File: src/rtl/afoote_w5s8_tt02_tape_driver_pkg.sv
// Shared definitions for the UTM tape driver: FSM states, symbol width, head direction encoding
// and the default halt state.
package afoote_w5s8_tt02_tape_driver_pkg;

  localparam int SYM_W = 3;

  localparam logic [SYM_W-1:0] HALT_STATE_DEFAULT = 3'd7;

  localparam logic DIR_LEFT  = 1'b0;
  localparam logic DIR_RIGHT = 1'b1;

  typedef enum logic [2:0] {
    ST_IDLE,
    ST_CLR,
    ST_PRESENT,
    ST_EXEC,
    ST_DONE
  } state_t;

  function automatic logic state_is_busy(input state_t s);
    return (s == ST_CLR) || (s == ST_PRESENT) || (s == ST_EXEC);
  endfunction

endpackage

File: src/rtl/afoote_w5s8_tt02_tape_mem.sv
// Tape register file: DEPTH cells of SYM_W bits, one write port, two asynchronous read ports
// (head and host), cleared synchronously on reset.
module afoote_w5s8_tt02_tape_mem
  import afoote_w5s8_tt02_tape_driver_pkg::*;
#(
  parameter int DEPTH  = 16,
  parameter int ADDR_W = $clog2(DEPTH)
) (
  input  logic              clock,
  input  logic              reset,
  input  logic              i_we,
  input  logic [ADDR_W-1:0] i_waddr,
  input  logic [SYM_W-1:0]  i_wdata,
  input  logic [ADDR_W-1:0] i_head_addr,
  output logic [SYM_W-1:0]  o_head_data,
  input  logic [ADDR_W-1:0] i_host_addr,
  output logic [SYM_W-1:0]  o_host_data
);

  logic [SYM_W-1:0] r_cells [DEPTH];

  always_ff @(posedge clock) begin
    if (reset) begin
      for (int i = 0; i < DEPTH; i++) begin
        r_cells[i] <= '0;
      end
    end else if (i_we) begin
      r_cells[i_waddr] <= i_wdata;
    end
  end

  assign o_head_data = r_cells[i_head_addr];
  assign o_host_data = r_cells[i_host_addr];

endmodule

File: src/rtl/afoote_w5s8_tt02_tape_driver.sv
// Tape side of the UTM step interface: presents the symbol under the head, writes back the core's
// symbol and moves the head. Define TAPE_DRIVER_WRAP_EN to make the head wrap instead of faulting.
module afoote_w5s8_tt02_tape_driver
  import afoote_w5s8_tt02_tape_driver_pkg::*;
#(
  parameter int               DEPTH      = 16,
  parameter int               ADDR_W     = $clog2(DEPTH),
  parameter int               START_HEAD = 8,
  parameter logic [SYM_W-1:0] HALT_STATE = HALT_STATE_DEFAULT,
  parameter int               STEP_W     = 8
) (
  input  logic              clock,
  input  logic              reset,
  input  logic              i_host_we,
  input  logic [ADDR_W-1:0] i_host_addr,
  input  logic [SYM_W-1:0]  i_host_wdata,
  output logic [SYM_W-1:0]  o_host_rdata,
  input  logic              i_start,
  output logic              o_busy,
  output logic              o_halted,
  output logic              o_fault,
  output logic [ADDR_W-1:0] o_head,
  output logic [STEP_W-1:0] o_steps,
  output logic              o_core_reset,
  output logic [SYM_W-1:0]  o_core_sym,
  output logic              o_core_sym_valid,
  input  logic [SYM_W-1:0]  i_core_new_sym,
  input  logic              i_core_dir,
  input  logic [SYM_W-1:0]  i_core_next_state
);

`ifdef TAPE_DRIVER_WRAP_EN
  localparam logic EDGE_FAULT_EN = 1'b0;
`else
  localparam logic EDGE_FAULT_EN = 1'b1;
`endif

  localparam logic [ADDR_W-1:0] HEAD_START = ADDR_W'(START_HEAD);
  localparam logic [ADDR_W-1:0] HEAD_LAST  = ADDR_W'(DEPTH - 1);
  // Value of the step counter going into the last step the budget allows.
  localparam logic [STEP_W-1:0] STEP_LAST  = STEP_W'((2 ** STEP_W) - 2);

  state_t            r_state;
  state_t            w_state_next;
  logic [ADDR_W-1:0] r_head;
  logic [ADDR_W-1:0] w_head_next;
  logic [STEP_W-1:0] r_steps;
  logic [STEP_W-1:0] w_steps_next;
  logic              r_halted;
  logic              w_halted_next;
  logic              r_fault;
  logic              w_fault_next;

  logic              w_mem_we;
  logic [ADDR_W-1:0] w_mem_waddr;
  logic [SYM_W-1:0]  w_mem_wdata;
  logic [SYM_W-1:0]  w_head_sym;
  logic [ADDR_W-1:0] w_head_left;
  logic [ADDR_W-1:0] w_head_right;
  logic              w_at_edge;

  afoote_w5s8_tt02_tape_mem #(
    .DEPTH  (DEPTH),
    .ADDR_W (ADDR_W)
  ) u_tape_mem (
    .clock       (clock),
    .reset       (reset),
    .i_we        (w_mem_we),
    .i_waddr     (w_mem_waddr),
    .i_wdata     (w_mem_wdata),
    .i_head_addr (r_head),
    .o_head_data (w_head_sym),
    .i_host_addr (i_host_addr),
    .o_host_data (o_host_rdata)
  );

  // Modulo neighbours; without wrap the edge fault fires before these are ever used at an edge.
  assign w_head_left  = (r_head == '0) ? HEAD_LAST : r_head - 1'b1;
  assign w_head_right = (r_head == HEAD_LAST) ? '0 : r_head + 1'b1;
  assign w_at_edge    = ((i_core_dir == DIR_LEFT) && (r_head == '0)) ||
                        ((i_core_dir == DIR_RIGHT) && (r_head == HEAD_LAST));

  always_comb begin
    w_state_next     = r_state;
    w_head_next      = r_head;
    w_steps_next     = r_steps;
    w_halted_next    = r_halted;
    w_fault_next     = r_fault;
    w_mem_we         = 1'b0;
    w_mem_waddr      = i_host_addr;
    w_mem_wdata      = i_host_wdata;
    o_core_reset     = 1'b0;
    o_core_sym_valid = 1'b0;
    o_core_sym       = '0;

    case (r_state)
      ST_IDLE, ST_DONE: begin
        o_core_reset = 1'b1;
        w_mem_we     = i_host_we;
        if (i_start) begin
          w_head_next   = HEAD_START;
          w_steps_next  = '0;
          w_halted_next = 1'b0;
          w_fault_next  = 1'b0;
          w_state_next  = ST_CLR;
        end
      end
      ST_CLR: begin
        w_state_next = ST_PRESENT;
      end
      ST_PRESENT: begin
        o_core_sym       = w_head_sym;
        o_core_sym_valid = 1'b1;
        w_state_next     = ST_EXEC;
      end
      ST_EXEC: begin
        w_mem_we     = 1'b1;
        w_mem_waddr  = r_head;
        w_mem_wdata  = i_core_new_sym;
        w_steps_next = r_steps + 1'b1;
        if (i_core_next_state == HALT_STATE) begin
          w_halted_next = 1'b1;
          w_state_next  = ST_DONE;
        end else if (r_steps == STEP_LAST) begin
          w_fault_next = 1'b1;
          w_state_next = ST_DONE;
        end else if (EDGE_FAULT_EN && w_at_edge) begin
          w_fault_next = 1'b1;
          w_state_next = ST_DONE;
        end else begin
          w_head_next  = (i_core_dir == DIR_RIGHT) ? w_head_right : w_head_left;
          w_state_next = ST_PRESENT;
        end
      end
      default: begin
        w_state_next = ST_IDLE;
      end
    endcase
  end

  always_ff @(posedge clock) begin
    if (reset) begin
      r_state  <= ST_IDLE;
      r_head   <= HEAD_START;
      r_steps  <= '0;
      r_halted <= 1'b0;
      r_fault  <= 1'b0;
    end else begin
      r_state  <= w_state_next;
      r_head   <= w_head_next;
      r_steps  <= w_steps_next;
      r_halted <= w_halted_next;
      r_fault  <= w_fault_next;
    end
  end

  assign o_busy   = state_is_busy(r_state);
  assign o_halted = r_halted;
  assign o_fault  = r_fault;
  assign o_head   = r_head;
  assign o_steps  = r_steps;

endmodule
File: config.mk
export PLATFORM = sky130hd
export DESIGN_NAME = afoote_w5s8_tt02_tape_driver
export DESIGN_NICKNAME = d
export VERILOG_FILES = /design/src/rtl/afoote_w5s8_tt02_tape_driver_pkg.sv /design/src/rtl/afoote_w5s8_tt02_tape_mem.sv /design/src/rtl/afoote_w5s8_tt02_tape_driver.sv
export SDC_FILE = /design/constraint.sdc
export NUM_CORES = 1
export LEC_CHECK = 0
export CORE_UTILIZATION = 57
export CTS_CLUSTER_DIAMETER = 100
export CTS_CLUSTER_SIZE = 30
export DETAILED_ROUTE_END_ITERATION = 7
export PLACE_DENSITY = 0.8
export REMOVE_ABC_BUFFERS = 1
export SYNTH_ARGS = -nofsm -noshare
export SYNTH_HDL_FRONTEND = slang
export SYNTH_SLANG_ARGS = --single-unit
File: constraint.sdc
create_clock -name clock -period 2.73 [get_ports clock]
set_input_delay 0.546 -clock clock [delete_from_list [all_inputs] [get_ports clock]]
set_output_delay 0.546 -clock clock [all_outputs]
set_load 0.1 [all_outputs]
== Yosys cells after proc, flatten, opt, wreduce, memory -nomap -nowiden ==
Memories as Yosys holds them, arrays and structs flattened. A register that Yosys moved wholly into a read port is not among the register bits.
Index checks and enable logic that the tools add are counted.

* Bits in registers: 17
* Input bits: 18
* Memories kept: 1
* Memory bits (writable): 48

{| class="wikitable"
|+ Memory list
! memory !! depth !! bits a word !! rd ports !! clocked after Yosys merged registers in !! wr ports !! line !! RTL
|-
| u_tape_mem.r_cells || 16 || 3 || 2 || 1 || 16 || afoote_w5s8_tt02_tape_mem.sv:20 || <nowiki>logic [SYM_W-1:0] r_cells [DEPTH];</nowiki>
|}

* Bitwise operators: 1
* Reductions and logical operators: 14
* Equal/unequal tests: 13
* Mux-type cells: 38
* $add $sub $neg: 3

{| class="wikitable"
|+ Operator list
! operator !! count
|-
| 4-bit 2-to-1 mux || 11
|-
| 3-bit 2-to-1 mux || 7
|-
| 8-bit case mux with 2 select lines || 1
|-
| 1-bit 2-to-1 mux || 13
|-
| 3-bit case mux with 4 select lines || 1
|-
| 2-bit inequality test (second input constant) || 5
|-
| 8-bit by 1-bit adder with 8-bit output (second input constant) || 1
|-
| 8-bit == test (second input constant) || 1
|-
| 8-bit 2-to-1 mux || 1
|-
| 4-bit case mux with 2 select lines || 1
|-
| 3-bit by 2-bit == test with 1-bit output (second input constant) || 2
|-
| 3-bit == test (second input constant) || 2
|-
| 1-bit case mux with 2 select lines || 3
|-
| 5-bit AND reduction || 1
|-
| 4-bit by 1-bit adder with 4-bit output (second input constant) || 1
|-
| 4-bit == test (second input constant) || 1
|-
| 4-bit logical NOT || 1
|-
| 4-bit AND reduction || 1
|-
| 4-bit by 1-bit subtractor with 4-bit output (second input constant) || 1
|-
| 3-bit by 1-bit == test with 1-bit output (second input constant) || 1
|-
| 3-bit logical NOT || 1
|-
| 1-bit logical OR || 3
|-
| 3-bit inequality test (second input constant) || 1
|-
| 3-bit AND reduction || 1
|-
| other kinds (6) || 7
|}

== Depth between registers and ports, before layout ==
* Depth in word-level cells: 9
* Gate-level depth with buffers: 8
* Mapped depth without buffers: 7

== Modules after synthesis ==
A second synthesis with hierarchy kept.

* Cells, all modules: 339
* Area total of the unflattened synthesis: 3837.4 µm²

{| class="wikitable"
|+ By module, submodules not included
! module !! times used !! area an instance (µm²) !! cells each
|-
| afoote_w5s8_tt02_tape_mem || 1 || 2740.1 || 198
|-
| afoote_w5s8_tt02_tape_driver || 1 || 1097.3 || 141
|}

== Worst setup path after synthesis ==
OpenSTA, ideal clock, no wires.

* Path kind: reg-to-output
* Start: register (tool-made name)
* End: output o_core_sym[0]
* Path slack: -1107 ps
* Data arrival time: 3291 ps
* Cell stages (with the launch flop): 6
* Required time: 2184 ps
* Path through: dfxtp_1 -> clkbuf_1 -> mux4_2 -> nor2b_1 -> a211oi_1 -> a211oi_1

{| class="wikitable"
|+ RTL lines
! item !! line !! RTL
|-
| end, declared || afoote_w5s8_tt02_tape_driver.sv:25 || <nowiki>output logic [SYM_W-1:0] o_core_sym,</nowiki>
|}

== Worst setup path in the final report ==
* Start: input i_host_addr[0]
* End: output o_host_rdata[0]

* Longest elaborated chain between the ends: 1

{| class="wikitable"
|+ Ends and longest elaborated chain
! item !! line !! RTL
|-
| start, declared || afoote_w5s8_tt02_tape_driver.sv:15 || <nowiki>input logic [ADDR_W-1:0] i_host_addr,</nowiki>
|-
| memory 16 x 3 bit || -- ||
|-
| end, declared || afoote_w5s8_tt02_tape_driver.sv:17 || <nowiki>output logic [SYM_W-1:0] o_host_rdata,</nowiki>
|}

No other way between the ends.

==> impl_metrics.toml <==
[grt]
grt_pass1_wl_mm = 14.37
overflow = 0
first_global_vias = 2783
antenna_found_initial = 0
grt_usage_pct = 27.34
grt_max_degree = 35

[placed_design]
hpwl_mm = 6.494
dpl-instance-area_um2 = 4319
dpl.cell_count = 436
gp_congestion = 0.8626
port_buffers = 40

[final_layout]
final_cell_mix = "nor2_1 (63), edfxtp_1 (48), nand2_1 (26)"
finalInstanceArea_um2 = 4608
layoutNonFillerInstCount = 454
layout-drive-gt1-share_pct = 25.20
mostFrequentLayoutCell = "nor2_1"
n_antenna_cell = 0
area_delta_synth_final_pct = 20.95
fillers = 429
nets = 394

[critical_path]
critPathLaunchType = "primary input"
crit_path_end_kind = "output port"
critPathRequiredTime_ps = 2180
arrival_ps = 2160
path_max_fanout = 6
worst-setup-path-type = "primary input to output port"

[clocking]
cts_tree = "done"
clk_latency_ps = 340
cts_buffers = 9
cts-htree-levels = 3
clock-root-buffer = "clkbuf_8"
cts_setup_buffers = 0
clk_pin_slew_ps = 70
clk_path_buf_depth = 2
numClockSinks = 69

[timing]
finalCritPeriodShare_pct = 99.27
slew_viol_final = 0
hold_viol = 0
rsz0062_at_grt = "no"
tightest_slew_ps = 537.9
setup_violations = 0
period_needed_ps = 2710
slew_headroom_pct = 64.01
max_freq_mhz = 369.0
finClkSkew_ps = 9.624

[synth]
yosysWarnings = 0
synth-main-ff-cell = "edfxtp_1"
synth-edff-count = 48
syn_inst = 331
syn_area_um2 = 3810
avgSynthCellArea_um2 = 11.51
async_flop_share_pct = 0
synth.yosys.seq_area_share_pct = 48.87
ys_types = 51
yosys_register_bits = 69

[die]
ioPinCount = 41
fp.dieH_um = 83.76
rows = 29
coreArea_um2 = 6386
start_util_pct = 59.66
die_width_um = 83.76
die-area_um2 = 7015

[pwr]
total_leakage_power_nw = 1.680
p_per_area_nw_per_um2 = 546.2
ir_worst_vdd_mv = 0.5778
finalPower_mw = 2.517

[drt]
postRouteAntennaNets = 0
drtPass1Iterations = 5
drc_errors = 0
vias_per_cell = 6.434
wl_per_cell_um = 19.80
drt_iter0_markers = 346
vias = 2921
wl_mm = 8.987

[run]
drv_cap = 0

[outcome]
status = "finished, final reports clean"

[hold_path]
min_path_type = "flop to flop"
where the power goes:
group	internal [mW]	switching, mW
Sequential	1.15	0.0442
Combinational	0.186	0.284
Clock	0.464	0.385
flip-flops by register name, indices dropped and copies added, names as in the netlist, named ones only:
signal,flops
o_steps,8
o_halted,1
o_fault,1
o_head,4
r_state,3
u_tape_mem.r_cells,48
layout make-up:
cell class / instances / area, µm² / share of cell area (%)
clock buffer: 12 / 187.7 / 4.073
clock inverter: 4 / 25.02 / 0.5430
inverter: 6 / 22.52 / 0.4887
multi-input combinational: 236 / 1832 / 39.75
sequential: 69 / 1867 / 40.51
tap: 77 / 96.34 / 2.091
timing repair buffer: 50 / 578.1 / 12.54
logic make-up after synthesis:
family	share of synthesized area [%]
and+or+nand+nor	17.83
DFF	48.87
AOI/OAI and AO/OA	9.065
muxes	19.41
buffers and inverters	3.284
adders and majority gates	1.314
xor gates and xnor gates	0.2299
layer usage:
| metal | up-vias | GRT usage, % | part of all wire, % |
|---|---|---|---|
| met4 | 0 | 10.32 | 1.8 |
| met1 | 1406 | 37.05 | 39 |
| met5 | - | 0 | 0 |
| met2 | 171 | 43.31 | 49 |
| met3 | 17 | 6.231 | 10 |
| li1 | 1327 | - | - |
through the flow:
stage	util [%]	hold slack, ps	worst slack, ps	setup TNS, ps
after floorplan	-	464.0	-1347	-4659
after global placement	67.63	443.6	-249.3	-738.1
after detailed placement	67.63	453.1	-267.7	-784.2
after CTS	71.90	463.8	12.42	0
after global routing	72.16	498.8	6.012	0
final	72.16	457.5	20.05	0
Yosys cell counts, drive strengths merged, types with 2 or more instances:
cell type   n  area, µm²
nor2       64      247.7
edfxtp     48       1441
nand2      26      97.59
mux4       25      563.0
dfxtp      21      420.4
a21oi      16      80.08
nand2b     16      100.1
buf        12      72.56
mux2i      12      120.1
clkbuf      8      30.03
a211oi      7      52.55
nor3        7      55.05
inv         6      22.52
mux2        5      56.30
nand3       5      25.02
o21ai       5      36.29
a31oi       4      25.02
ha          4      50.05
nand4       4      25.02
nor2b       4      25.02
or3         3      18.77
a311oi      2      17.52
a31o        2      17.52
and2        2      12.51
nor4        2      12.51
o21bai      2      15.01
o22ai       2      26.28
or3b        2      20.02
critical path, stage by stage:
cell	delay, ps
buf_2	130
bufbuf_16	280
mux4_2	500
mux4_2	520
buf_12	190
repair_timing:
item,in CTS,in global routing
pin swaps,0,0
hold buffers,0,0
resized for setup,6,6
cloned,2,0
setup endpoints to repair,6,3
worst paths after layout:
check | startpoint | end | slack [ps] | cells after the start
hold reg to reg | o_fault | o_fault | 460 | 2
hold / removal | o_fault | o_fault | 460 | 2
setup reg to reg | r_state[1] | u_tape_mem.r_cells[2][2] | 370 | 5
setup / recovery | i_host_addr[0] | o_host_rdata[0] | 20 | 5
No activity file was read; power rests on OpenSTA's default activity.
==> variant, RTL diff (same flow settings) <==
Register the output `o_host_rdata`, cleared by the reset; this adds one clock of latency there. The other outputs are not delayed to match.
--- a/src/rtl/afoote_w5s8_tt02_tape_driver.sv
+++ b/src/rtl/afoote_w5s8_tt02_tape_driver.sv
@@ -42,2 +42,4 @@
 
+  logic [SYM_W-1:0] o_host_rdata_d;
+
   state_t            r_state;
@@ -73,3 +75,3 @@
     .i_host_addr (i_host_addr),
-    .o_host_data (o_host_rdata)
+    .o_host_data (o_host_rdata_d)
   );
@@ -162,2 +164,10 @@
 
+  always_ff @(posedge clock) begin
+    if (reset) begin
+      o_host_rdata <= '0;
+    end else begin
+      o_host_rdata <= o_host_rdata_d;
+    end
+  end
+
 endmodule
Function: changed (a bounded check fails within 4 cycles, from zero or initial values and one cycle with reset high).
==> variant against the unedited design <==
The run now ends with DRC left; maximum frequency increased by 2.1%; synthesized area rose by 0.30%; clock skew down 0.0018 ns; count of clock-buffer cells in the layout shrank 3; synthesized cell count is 4.5% higher; sequential power is 3% higher; non-clock buffer count is 2 higher; worst hold slack improved by 0.043 ns; total power grew 6.1%; final area decreased by 1.1%; wire length increased by 1.5%; setup slack better by 0.055 ns; sequential cell count up 3; largest cell class unchanged; highest routed layer unchanged.
==> variant: results (changes against the unedited design) <==
Route
  – Vias: 2974 (was 2921)
  – Vias/cell: 6.288 (was 6.434)
  – DR DRC count: 6 (was 0)
  – Routed Wire Length: 9126 um (was 8987 um)
  – DRT Pass-1 Iters: 7 (was 5)

GRT
  – Largest net degree at the start of global routing: 21 (was 35)
  – First-pass GRT wire length: 14380 um (was 14370 um)
  – Initial antenna violation count: 0 (unchanged)
  – Vias in the first global route: 2858 (was 2783)

Placed design
  – DP HPWL: 6519 um (was 6494 um)
  – Placed cell area: 0.004300 mm^2 (was 0.004319 mm^2)
  – Inst Count DP: 457 (was 436)
  – Routability Congestion: 0.8734 (was 0.8626)

Status
  – Status: finished with violations (was completed)
  – Failing checks: DRC

STA
  – Layout Skew: 0.007799 ns (was 0.009624 ns)
  – Worst Tran Pin Value: 0.6218 ns (was 0.5379 ns)

Synth
  – Synth Area per Inst: 11.04 um^2 (was 11.51 um^2)
  – Top post-synthesis cells by count: nor2_1, edfxtp_1, nand2_1 (unchanged)
  – Top cells by area, synth: edfxtp_1, dfxtp_1, mux4_2 (was edfxtp_1, mux4_2, dfxtp_1)
  – Yosys cell types: 49 (was 51)

Final layout
  – Fin nets: 413 (was 394)
  – Fillers: 437 (was 429)
  – Share of cells above drive strength 1: 22.73% (was 25.20%)

Worst setup path
  – Critical Path Max Stage Delay: 0.38 ns (was 0.52 ns)
  – Top delay family on crit path: compound AO/OA/AOI/OAI gates (was multiplexers)
  – Arrival @ worst endpoint: 2.11 ns (was 2.16 ns)
  – CP Max Fanout: 16 (was 6)

Power
  – Leakage: 0.001734 uW (was 0.001680 uW)
## variant: cell types whose count changed in the layout (fill, tap and decap cells not counted), moves of 4 or more
cell      change
buf_4        +10
buf_12        -6
mux4_2        -5
dfxtp_1       +5
a211oi_1      -4
mux2i_1       +7
o22ai_1       +4
nand2_1      +21
nand2b_1     -12
## variant: repair_timing
action,in CTS,in global routing
setup endpoints to repair,1,2
gates resized for setup,1,6
setup buffers,0,0
## variant: report_power, final
group	total [uW]	internal, uW	leakage [uW]	switching, uW
combinational	434	152	0.000929	281
clock	999	599	0.000114	400
sequential	1240	1200	0.000691	38.0
total	2670	1950	0.00173	719
## variant: worst reg2reg max path, stage by stage, from the launching register on
cell	delay, ns
dfxtp_1	0.47
nand3b_2	0.35
mux2i_1	0.37
nor2b_1	0.43
nand2_1	0.20
nand2_1	0.18
## variant: worst paths after layout
path | startpoint | end | slack [ns] | cells past startpoint
setup / recovery | register | o_core_sym[2] | 0.07 | 7
hold reg to reg | o_halted | o_halted | 0.50 | 1
setup reg to reg | r_state[0] | u_tape_mem.r_cells[2][2] | 0.44 | 5
hold / removal | o_halted | o_halted | 0.50 | 1
## variant: final cells by class
type                       instances  area, um^2  area share (%)
sequential                        72        1922           42.16
multi-input combinational        249        1802           39.53
timing repair buffer              52       478.0           10.49
clock buffer                       9       123.9           2.718
clock inverter                     7       110.1           2.416
tap                               77       96.34           2.114
inverter                           7       26.28          0.5764
## variant: kinds of logic after synthesis
group | synth area share (%)
DFF | 50.29
buffers and inverters | 2.980
adders and majority gates | 1.310
xor gates and xnor gates | 0.2292
muxes | 19.65
AOI/OAI and AO/OA | 8.448
and+or+nand+nor | 17.09
## variant: layer usage
metal,wire length [um],vias to the layer above,global-route usage (%),part of all wire (%)
met5,0,-,0,0
met4,236,0,11.91,2.6
met3,715,27,4.748,7.8
met2,4512,141,44.49,49
met1,3661,1444,36.88,40
li1,-,1362,-,-
## variant: stage by stage
stage          utilization, %  setup slack, ns
2_1_floorplan               -           -2.496
3_3_place_gp            66.96           0.3518
3_5_place_dp            66.96           0.3589
4_1_cts                 70.66          0.03238
5_1_grt                 70.97          0.01744
6_report                70.97          0.07467
